==> src/rtl/m68k_fpga_bus_slave_pkg.sv <==
// Shared types and constants for the 68040-side FPGA register window slave.
package m68k_fpga_bus_slave_pkg;

  localparam int unsigned ADDR_W = 32;
  localparam int unsigned DATA_W = 32;
  localparam int unsigned REG_AW = 4;
  localparam int unsigned BYTE_W = 8;

  localparam logic [ADDR_W-1:0] FPGA_BASE_ADDR   = 32'hFFF0_0000;
  localparam logic [ADDR_W-1:0] FPGA_DECODE_MASK = 32'hFFFF_FFF0;
  localparam logic [REG_AW-1:0] FPGA_IRQ_REG_OFS = 4'h4;

  typedef enum logic [2:0] {
    ST_IDLE,
    ST_DATA,
    ST_STROBE,
    ST_BLANK,
    ST_WAIT,
    ST_TERM,
    ST_ERR
  } state_t;

  // Big-endian lane pick: offset 0 is the most significant byte of the bus.
  function automatic logic [BYTE_W-1:0] byte_lane_sel(input logic [DATA_W-1:0] d,
                                                      input logic [1:0]        lane);
    logic [BYTE_W-1:0] b;
    case (lane)
      2'd0:    b = d[31:24];
      2'd1:    b = d[23:16];
      2'd2:    b = d[15:8];
      default: b = d[7:0];
    endcase
    return b;
  endfunction

endpackage

==> src/rtl/m68k_byte_lane_sel.sv <==
// Combinational 32->8 write-lane mux indexed by the low address bits.
module m68k_byte_lane_sel
  import m68k_fpga_bus_slave_pkg::*;
(
  input  logic [DATA_W-1:0] d,
  input  logic [1:0]        lane,
  output logic [BYTE_W-1:0] byte_c
);

  assign byte_c = byte_lane_sel(d, lane);

endmodule

==> src/rtl/m68k_fpga_bus_slave.sv <==
// 68040 bus slave for the FPGA register window: decode, strobe, wait for ack, end with TA or TEA.
module m68k_fpga_bus_slave
  import m68k_fpga_bus_slave_pkg::*;
#(
  parameter logic [ADDR_W-1:0] BASE_ADDR   = FPGA_BASE_ADDR,
  parameter logic [ADDR_W-1:0] DECODE_MASK = FPGA_DECODE_MASK,
  parameter int unsigned       TIMEOUT     = 16
) (
  input  logic              clk,
  input  logic              rst,
  input  logic              cpu_ts_n,
  input  logic              cpu_rw,
  input  logic [ADDR_W-1:0] cpu_a,
  input  logic [DATA_W-1:0] cpu_d_in,
  output logic [DATA_W-1:0] cpu_d_out,
  output logic              cpu_d_oe,
  output logic              cpu_ta_n,
  output logic              cpu_tea_n,
  output logic              fpga_stb,
  input  logic              fpga_ack,
  output logic [REG_AW-1:0] fpga_addr,
  output logic [BYTE_W-1:0] fpga_data,
  input  logic [DATA_W-1:0] fpga_odata,
  output logic              busy
);

  localparam int unsigned CNT_W = (TIMEOUT > 1) ? $clog2(TIMEOUT) : 1;
  localparam logic [CNT_W-1:0] CNT_LAST = CNT_W'((TIMEOUT == 0) ? 0 : TIMEOUT - 1);

  state_t             state_q, state_d;
  logic               rw_q, rw_d;
  logic [CNT_W-1:0]   cnt_q, cnt_d;
  logic [REG_AW-1:0]  addr_d;
  logic [BYTE_W-1:0]  data_d;
  logic [DATA_W-1:0]  dout_d;
  logic               stb_d, ta_n_d, tea_n_d, oe_d, busy_d;
  logic               hit_c;
  logic [BYTE_W-1:0]  lane_byte_c;

  assign hit_c = ((cpu_a & DECODE_MASK) == (BASE_ADDR & DECODE_MASK));

  m68k_byte_lane_sel u_lane_sel (
    .d      (cpu_d_in),
    .lane   (fpga_addr[1:0]),
    .byte_c (lane_byte_c)
  );

  // State and registered outputs.
  always_ff @(posedge clk or posedge rst) begin
    if (rst) begin
      state_q   <= ST_IDLE;
      rw_q      <= 1'b0;
      cnt_q     <= '0;
      fpga_addr <= '0;
      fpga_data <= '0;
      cpu_d_out <= '0;
      fpga_stb  <= 1'b0;
      cpu_ta_n  <= 1'b1;
      cpu_tea_n <= 1'b1;
      cpu_d_oe  <= 1'b0;
      busy      <= 1'b0;
    end else begin
      state_q   <= state_d;
      rw_q      <= rw_d;
      cnt_q     <= cnt_d;
      fpga_addr <= addr_d;
      fpga_data <= data_d;
      cpu_d_out <= dout_d;
      fpga_stb  <= stb_d;
      cpu_ta_n  <= ta_n_d;
      cpu_tea_n <= tea_n_d;
      cpu_d_oe  <= oe_d;
      busy      <= busy_d;
    end
  end

  // Next state; outputs are decoded from the next state so they line up with it.
  always_comb begin
    state_d = state_q;
    rw_d    = rw_q;
    cnt_d   = cnt_q;
    addr_d  = fpga_addr;
    data_d  = fpga_data;
    dout_d  = cpu_d_out;

    case (state_q)
      ST_IDLE: begin
        if (!cpu_ts_n && hit_c) begin
          addr_d  = cpu_a[REG_AW-1:0];
          rw_d    = cpu_rw;
          state_d = ST_DATA;
        end
      end
      ST_DATA: begin
        data_d  = lane_byte_c;
        state_d = ST_STROBE;
      end
      ST_STROBE: state_d = ST_BLANK;
      // Ack is still high from the previous access here, so it is not looked at.
      ST_BLANK: begin
        cnt_d   = '0;
        state_d = ST_WAIT;
      end
      ST_WAIT: begin
        if (fpga_ack) begin
          dout_d  = fpga_odata;
          state_d = ST_TERM;
        end else if ((TIMEOUT != 0) && (cnt_q == CNT_LAST)) begin
          state_d = ST_ERR;
        end else begin
          cnt_d = cnt_q + 1'b1;
        end
      end
      ST_TERM: state_d = ST_IDLE;
      ST_ERR:  state_d = ST_IDLE;
      default: state_d = ST_IDLE;
    endcase

    stb_d   = (state_d == ST_STROBE);
    ta_n_d  = (state_d != ST_TERM);
    tea_n_d = (state_d != ST_ERR);
    oe_d    = (state_d == ST_TERM) && rw_d;
    busy_d  = (state_d != ST_IDLE);
  end

endmodule

==> config.mk <==
export PLATFORM = sky130hd
export DESIGN_NAME = m68k_fpga_bus_slave
export DESIGN_NICKNAME = d
export VERILOG_FILES = /design/src/rtl/m68k_fpga_bus_slave_pkg.sv /design/src/rtl/m68k_byte_lane_sel.sv /design/src/rtl/m68k_fpga_bus_slave.sv
export SDC_FILE = /design/constraint.sdc
export NUM_CORES = 1
export LEC_CHECK = 0
export CAP_MARGIN = 20
export CORE_ASPECT_RATIO = 0.6
export CORE_MARGIN = 5
export CORE_UTILIZATION = 56
export DETAILED_ROUTE_END_ITERATION = 8
export DONT_BUFFER_PORTS = 1
export PLACE_DENSITY_LB_ADDON = 0.2
export SYNTH_ARGS = -nofsm -noshare
export SYNTH_HDL_FRONTEND = slang
export SYNTH_SLANG_ARGS = --single-unit
==> constraint.sdc <==
create_clock -name clk -period 1.8 [get_ports clk]
set_input_delay 0.18 -clock clk [delete_from_list [all_inputs] [get_ports clk]]
set_output_delay 0.18 -clock clk [all_outputs]
set_load 0.02 [all_outputs]
After elaboration in Yosys (flattened, before gate mapping)
Index checks and enable logic that the tools add are counted.
{"block": "word_totals", "word_cells": 46, "in_bits": 101, "out_inout_bits": 49, "regBits": 57}
{"block": "classes", "eq_ne": 14, "reduce_logical": 10, "n_mux": 10, "addsub": 1}
{"operator": "$eq 28x28->1 const B", "count": 1}
{"operator": "$pmux 8 s3", "count": 1}
{"operator": "$pmux 3 s5", "count": 1}
{"operator": "$eq 3x2->1 const B", "count": 3}
{"operator": "$mux 3", "count": 3}
{"operator": "$mux 4", "count": 2}
{"operator": "$pmux 4 s2", "count": 1}
{"operator": "$eq 3x3->1 const B", "count": 2}
{"operator": "$ne 3x3->1 const B", "count": 2}
{"operator": "$add 4x1->4 const B", "count": 1}
{"operator": "$eq 4x4->1 const B", "count": 1}
{"operator": "$ne 2x2->1 const B", "count": 2}
{"operator": "$reduce_and 2->1", "count": 2}
{"operator": "$eq 3x1->1 const B", "count": 1}
{"operator": "$logic_not 3->1", "count": 1}
{"operator": "$reduce_and 3->1", "count": 1}
{"operator": "$reduce_bool 3->1", "count": 1}
{"operator": "$eq 2x1->1 const B", "count": 1}
{"operator": "$eq 2x2->1 const B", "count": 1}
{"operator": "$logic_and 1x1->1", "count": 2}
{"operator": "$logic_not 2->1", "count": 1}
{"operator": "$mux 1", "count": 2}
{"operator": "$reduce_bool 2->1", "count": 1}
{"operator": "$logic_not 1->1", "count": 1}

Longest topological paths before layout
Gate-level depths: netlist (run 1).
{"block": "depth", "depth_word": 6, "mapped_depth": 8, "ltp_nobuf": 5}

By module
Synthesis (run 1) repeated with hierarchy kept, for this count alone.
{"block": "hier_totals", "hier_cells": 163, "hier_area_um2": 2468.6}
{"mod": "m68k_fpga_bus_slave", "n_inst": 1, "seq_area_each_um2": 1428.9, "cells_each": 153, "area_per_inst_um2": 2272.2}
{"mod": "m68k_byte_lane_sel", "n_inst": 1, "seq_area_each_um2": 0.0, "cells_each": 10, "area_per_inst_um2": 196.4}

Worst setup path before layout (run 1)
OpenSTA, ideal clock, no wires.
{"block": "synth_timing", "kind": "register to register", "startpoint": "register fpga_addr[0]", "endpoint": "register fpga_data[0]", "synth_period_minus_slack_ps": 1839, "setup_time_ps": 125, "slack_ps": -39, "required_time_ps": 1675, "arrival_ps": 1714, "stages_incl_launch_ff": 4, "path_buffers": 1, "cell_sequence": "dfrtp_1 clkbuf_1 mux4_2 mux2_2"}
{"block": "synth_via", "elab_chain_len": 2, "word_cells_on_any_way": 4, "classes_between": "2 x eq/ne; 1 x mux; 1 x reduce/logical"}
{"item": "start: declaration", "line": "m68k_fpga_bus_slave.sv:21", "text": "output logic [REG_AW-1:0] fpga_addr,"}
{"item": "start signal: assignment", "line": "m68k_fpga_bus_slave.sv:66", "text": "fpga_addr <= addr_d;"}
{"item": "$eq 2x2->1 (tied with other cells)", "line": "m68k_fpga_bus_slave_pkg.sv:27", "text": "case (lane)"}
{"item": "$pmux 8 s3 *", "line": "m68k_fpga_bus_slave_pkg.sv:27"}
{"item": "end signal: assignment", "line": "m68k_fpga_bus_slave.sv:67", "text": "fpga_data <= data_d;"}
{"item": "end: declaration", "line": "m68k_fpga_bus_slave.sv:22", "text": "output logic [BYTE_W-1:0] fpga_data,"}
Mark *: on every way between the ends. The rest lies on a longest branch, timed or not.
A chain may end at the register's enable or synchronous reset.

Worst setup path after layout (run 1)
{"block": "layout_timing", "startpoint": "register state_q[2]", "endpoint": "register fpga_addr[1]"}
{"block": "layout_via", "elab_chain_len": 2}
{"item": "start: declaration", "line": "m68k_fpga_bus_slave.sv:30", "text": "state_t state_q, state_d;"}
{"item": "start signal: assignment", "line": "m68k_fpga_bus_slave.sv:63", "text": "state_q <= state_d;"}
{"item": "$logic_not 3->1", "line": "m68k_fpga_bus_slave.sv:86", "text": "case (state_q)"}
{"item": "$reduce_and 2->1 (no source line)"}
No other way between the ends.

==> results of run 1 <==
==> logic make-up (layout without fill, tap and decap cells) <==
kind of cell | after synthesis | count (layout) | share of synthesized area [%]
AND/OR/NAND/NOR | 130 | 130 | 23.54
flip-flops | 57 | 57 | 57.94
multiplexers | 23 | 23 | 14.05
buffers and inverters | 13 | 67 | 2.080
AO/OA/AOI/OAI | 4 | 4 | 1.167
XOR/XNOR | 2 | 2 | 0.7104
adder cells (fa/ha/maj) | 1 | 1 | 0.5073
==> registers in the layout, summed over array words and instances (netlist names), 3 cells and up <==
register,flops
fpga_addr,4
cpu_d_out,32
cnt_q,4
state_q,3
fpga_data,8
==> cell usage after synthesis, types with 2 or more instances <==
master      n
nor4_1      4
buf_2       2
dfrtp_1    55
nand2_1   102
dfstp_2     2
nor2b_1     2
nor2_1      4
nand2b_1    2
nand4_1     4
nand3_1     2
mux2i_1     2
clkbuf_1    8
mux2_2     13
mux4_2      8
==> layout make-up <==
class                   instances  area [µm²]  share of cell area [%]
repair buffers                 50       494.2                   15.25
flip-flops and latches         57        1429                   44.08
clock inverters                 2       35.03                   1.081
inverters                       2       7.507                  0.2316
multi-input cells             160        1022                   31.53
well taps                      60       75.07                   2.316
clock buffers                  13       178.9                   5.519
==> worst max-delay path, stage by stage, from the launching register on <==
cell,delay (ns)
dfrtp_1,0.39
or4_4,0.53
nor4_4,0.23
buf_4,0.20
mux2_4,0.30
==> per-stage QoR <==
stage,util [%],total power (W),setup slack [ns]
floorplan,-,0.003492,0.03634
global placement,61.89,0.003759,0.1143
detailed placement,61.89,0.003858,0.04620
CTS,75.36,0.005180,0.03147
global route,77.39,0.005555,-0.06381
finish,77.39,0.005240,0.02456
==> layout by cell type (no fill, tap or decap), drive strengths merged, types with 2 or more instances in the layout <==
cell type / synthesis / layout
nand2b: 2 / 2
mux2: 13 / 13
nand4: 4 / 4
buf: 3 / 12
nand3: 2 / 2
nor2b: 2 / 2
nor4: 5 / 5
mux4: 8 / 8
mux2i: 2 / 2
clkinv: 1 / 2
dfrtp: 55 / 55
clkbuf: 8 / 13
nand2: 102 / 102
dlygate4sd3: 0 / 38
nor2: 4 / 4
dfstp: 2 / 2
nor3b: 2 / 2
==> layer usage <==
| layer | global-route usage [%] | vias to the layer above | part of all wire (%) |
|---|---|---|---|
| met2 | 46.84 | 119 | 54 |
| met1 | 24.72 | 955 | 33 |
| met3 | 12.94 | 8 | 13 |
| li1 | - | 858 | - |
| met4 | 5.870 | 0 | 0.90 |
| met5 | 0 | - | 0 |
==> timing repair <==
| item | in CTS | in global routing |
|---|---|---|
| endpoints found under the setup margin | 0 | 8 |
| hold endpoints to repair | 57 | 3 |
| hold buffers | 35 | 3 |
| resized for setup | 0 | 12 |
| buffers inserted | 0 | 1 |
==> final timing paths <==
kind | endpoint | cells past startpoint
min in group asynchronous | cpu_d_out[2] | 2
min reg2reg | cpu_d_oe | 1
max reg2reg | fpga_addr[1] | 4
max | fpga_addr[1] | 4
min | cpu_d_out[5] | 2
max in group asynchronous | cpu_tea_n | 3
==> power by group <==
| group | internal, W | total (W) | switching (W) |
|---|---|---|---|
| Sequential | 0.00183 | 0.00286 | 0.00103 |
| Clock | 0.000781 | 0.00125 | 0.000473 |
| Combinational | 0.000538 | 0.00112 | 0.000583 |
| Total | 0.00315 | 0.00524 | 0.00209 |
==> impl_results.md, run 1 <==
* Cells after DPL at 290
* Setup Viol. Count Final at 0
* Pwr/cell area at 1616 nW/µm²
* Rows at 18
* Die footprint at 5875 µm²
* Initial antenna violation count at 0
* Die Y-Extent at 61.41 µm
* RSZ-0062 raised after global routing: true
* CTS H-Tree Depth at 3
* Clock latency at the later pin of the worst-skew pair at 0.32 ns
* GR Util All Layers at 24.84%
* Vias in the first global route at 2057
* Crit path DAT at 1.98 ns
* EDFF count, synth at 0
* Worst EP required at 2.00 ns
* Leading area contributor after synthesis: dfrtp_1
* Post-Syn Nets at 332
* Num CTS Buffers at 9
* Cell Area, Synth at 2466 µm²
* RePlAce Congestion at 0.8424
* Via count at 1940
* First-pass GRT wire length at 10.44 mm
* Reg-to-reg setup timing slack at 0.02 ns
* WS Path Type: reg2reg
* Setup TNS Final at 0 ns
* Register bit total from synthesis at 57
* Crit path max fanout at 5
* Hold path start: fpga_odata[5]
* DRC at 0
* FFs w/ async S/R, synth at 100.0%
* CTS tree: done
* Final hold vios at 0
* Layout cells sized above 1 at 20.07%
* Slew @ Worst Pin at 0.5539 ns
* Leak at 1.548 nW
* I/O pin total at 150
* Max Slew Vio Count at 0
* Clock transition at path regs at 0.07 ns
* Status: finished clean
* R2r startpoint: state_q[2]
* Vias/cell at 5.640
* I/O Buffers at 0
* Synthesized area per cell at 10.72 µm²
* Clock Sinks at 57
* Worst Skew at 0.008618 ns
* Crit. Startpoint: state_q[2]
* Min cycle time layout at 1.775 ns
* CTS max path bufs at 2
* Area growth, synth to finish at 31.46%
* Die Width at 95.67 µm
* Root buf cell: clkbuf_8
* Synth area leaders: dfrtp_1 56%, nand2_1 16%, mux4_2 7.3%
* Fill count at 277
* Worst hold slack at 0.01983 ns
* Final ANT Viol Nets at 0
* Crit share post-route at 98.64%
* DR pass1 iterations at 5
* Yosys warning count at 0
* Total Wirelength at 7.116 mm
* Post-DP HPWL at 4.801 mm
* Initial core utilization at 58.87%
* Crit. End Element: register
* Post-synth top area share at 55.81%
* Nets at 382
* Core box area at 4189 µm²
* Hold crit path type: in2reg
* Synth cell types at 34
* WL/cell at 20.69 µm
* Initial DRC Count at 100
* Maximum clock frequency at 0.5632 GHz
* VDD IR max at 1034 µV
* Crit start category: register
* Post-synthesis sequential area ratio at 57.94%
* Antenna diodes at 0
* Most used DFF post-synth: dfrtp_1
* Max-cap check violation count at 0
* Design Area, Final at 3242 µm²
* Grt ovf at 0
* Gate Count Post-Synth at 230
* Slew headroom at 63.08%
* Largest net degree at the start of global routing at 35
* Finished Layout Cells at 344
* Placed Area at 2592 µm²
Note: power is estimated with default switching activity, not from simulation.
==> run 2, diff against run 1 <==
--- a/config.mk
+++ b/config.mk
@@ -8,7 +8,7 @@
 export CAP_MARGIN = 20
 export CORE_ASPECT_RATIO = 0.6
 export CORE_MARGIN = 5
-export CORE_UTILIZATION = 56
+export CORE_UTILIZATION = 35
 export DETAILED_ROUTE_END_ITERATION = 8
 export DONT_BUFFER_PORTS = 1
 export PLACE_DENSITY_LB_ADDON = 0.2
==> run 2 against run 1 <==
  * Design area increased by 1.9%
  * Sequential cell count unchanged
  * Cell count grew 6.7%
  * Worst setup slack gained 0.0063 ns
  * First-iteration DRC count decreased by 6.0%
  * Sequential share of layout area fell by 0.83 points
==> impl_results.md, run 2 (synthesis gave the netlist of run 1 again) <==
* Max reg flops at 32 (unchanged)
* Setup Viol. Count Final at 0 (unchanged)
* Worst slack at placement at 0.02217 ns (-0.02403 ns)
* Area growth, synth to finish at 33.99%
* Final hold vios at 0 (unchanged)
* CTS H-Tree Depth at 3 (unchanged)
* Crit start category: register
* Commonest non-fill, non-tap cell in the layout: nand2_1
* Biggest register: cpu_d_out
* Most frequent cells in the layout: 102 x nand2_1, 55 x dfrtp_1, 34 x dlygate4sd3_1
* Register area at 1429 µm² (unchanged)
* Crit path max fanout at 5 (unchanged)
* Post-DP HPWL at 4.562 mm (-5.0%)
* I/O Buffers at 0 (unchanged)
* Grt ovf at 0 (unchanged)
* DRC at 0 (unchanged)
* Hold crit path type: in2reg
* Status: finished clean
* Initial antenna violation count at 1 (+1)
* Initial core utilization at 36.47% (-22 points)
* Crit. End Element: register
* Root buf cell: clkbuf_16
* GR Util All Layers at 14.15% (-11 points)
* Hold Path Stages at 1 (-1)
* Die footprint at 8880 µm² (+51%)
* Worst Skew at 0.006570 ns (-0.002049 ns)
* Rows at 23 (+5)
* Crit share post-route at 98.28% (-0.35 points)
* Worst EP required at 1.99 ns (about the same)
* Slew headroom at 61.87% (-1.2 points)
* CTS tree: done
* Vias in the first global route at 1908 (-7.2%)
* Setup TNS Final at 0 ns (unchanged)
* Via count at 1810 (-6.7%)
* Clock transition at path regs at 0.05 ns (-0.02 ns)
* Max Slew Vio Count at 0 (unchanged)
* Vias/cell at 4.932 (-13%)
* Fill count at 606 (+120%)
* Final WS setup at 0.03089 ns (+0.006337 ns)
* Maximum clock frequency at 0.5653 GHz (+0.36%)
* Clock latency at the later pin of the worst-skew pair at 0.31 ns (about the same)
* Pwr/cell area at 1685 nW/µm² (+4.3%)
* Antenna diodes at 0 (unchanged)
* Critical Path, Cell by Cell: or4_4, nor4_4, buf_4, mux2_2
* Slew @ Worst Pin at 0.5711 ns (+0.01723 ns)
* WL/cell at 17.14 µm (-17%)
* Clock Sinks at 57 (unchanged)
* Num CTS Buffers at 9 (unchanged)
* Final ANT Viol Nets at 0 (unchanged)
* DR pass1 iterations at 4 (-1)
* RePlAce Congestion at 0.7374 (-12%)
* Slowest stage cell, crit path: or4_4
* Leak at 1.558 nW (+0.67%)
* Worst R2R Path Depth at 4 (unchanged)
* Die Y-Extent at 75.02 µm (+22%)
* Initial DRC Count at 94 (-6.0%)
* Layout Utilization at 48.86% (-29 points)
* Total Wirelength at 6.291 mm (-12%)
* Layout cells sized above 1 at 20.00% (-0.070 points)
* First-pass GRT wire length at 9.735 mm (-6.7%)
* I/O pin total at 150 (unchanged)
* Core box area at 6763 µm² (+61%)
* WS Path Type: reg2reg
* Largest regs: cpu_d_out: 32 flops, fpga_data: 8 flops
* Min cycle time layout at 1.769 ns (-0.006336 ns)
* Nets at 377 (-1.3%)
* VDD IR max at 784.2 µV (-24%)
* CTS max path bufs at 2 (unchanged)
* Power, Total at 0.005570 W (+6.3%)
* RSZ-0062 raised after global routing: true
* Crit path DAT at 1.96 ns (-0.02 ns)
* Area of the multi-input gates at 1005 µm² (-1.7%)
* Largest net degree at the start of global routing at 34 (-2.9%)
* Die Width at 118.4 µm (+24%)
* Max-cap check violation count at 0 (unchanged)
* CP peak stage delay at 0.52 ns (about the same)
## run 2: changes by cell type in the layout (fill, tap and decap cells not counted), sizes merged
cell / previous run / this run
clkinvlp: 0 / 2
dlygate4sd3: 38 / 34
clkbuf: 13 / 10
clkinv: 2 / 4
buf: 12 / 11
## run 2: repair_timing
action	CTS	global route
resized for setup	0	4
setup endpoints to repair	0	7
hold buffers	33	1
setup buffers	0	0
hold endpoints to repair	55	1
## run 2: metal layers
layer,part of all wire (%),vias up,global-route usage (%)
li1,-,859,-
met1,42,833,16.58
met2,44,107,22.49
met3,12,9,7.883
met4,1.3,2,4.707
met5,0.29,-,0
## run 2: worst max-delay path: cells and delay by family (launching register included)
family,cells,cell delay [ns]
and+or+nand+nor,2,0.75
buffers and inverters,1,0.19
muxes,1,0.33
DFF,1,0.38
## run 2: through the flow
stage / hold slack (ns) / area [µm²] / cells
after floorplan: 0.2854 / 2467 / 230
after global placement: 0.1643 / 2639 / 317
after detailed placement: 0.1663 / 2639 / 317
after CTS: 0.005459 / 3276 / 366
after global routing: 0.002397 / 3304 / 367
final: 0.02014 / 3304 / 367
## run 2: final cells by class
cell class	instances	share of cell area, %
Timing Repair Buffer	45	13.56
Clock buffer	10	7.232
Inverter	2	0.2272
Sequential cell	57	43.24
Multi-Input combinational cell	160	30.41
Clock inverter	6	2.045
Tap cell	87	3.294
## run 2: path summary, 6_finish.rpt
path	endpoint	slack, ns	startpoint
max	fpga_addr[1]	0.03	state_q[2]
min reg2reg	cpu_d_oe	0.48	rw_q
max in group asynchronous	cpu_d_out[5]	0.84	rst
min	rw_q	0.02	cpu_rw
max reg2reg	fpga_addr[1]	0.03	state_q[2]
min in group asynchronous	fpga_data[2]	0.38	rst
## run 2: power breakdown
part,internal [W],switching [W],total [W],leakage [nW]
sequential,0.00183,0.00102,0.00285,0.709
combinational,0.000524,0.000537,0.00106,0.704
clock,0.00111,0.000552,0.00166,0.145
total,0.00347,0.00210,0.00557,1.56
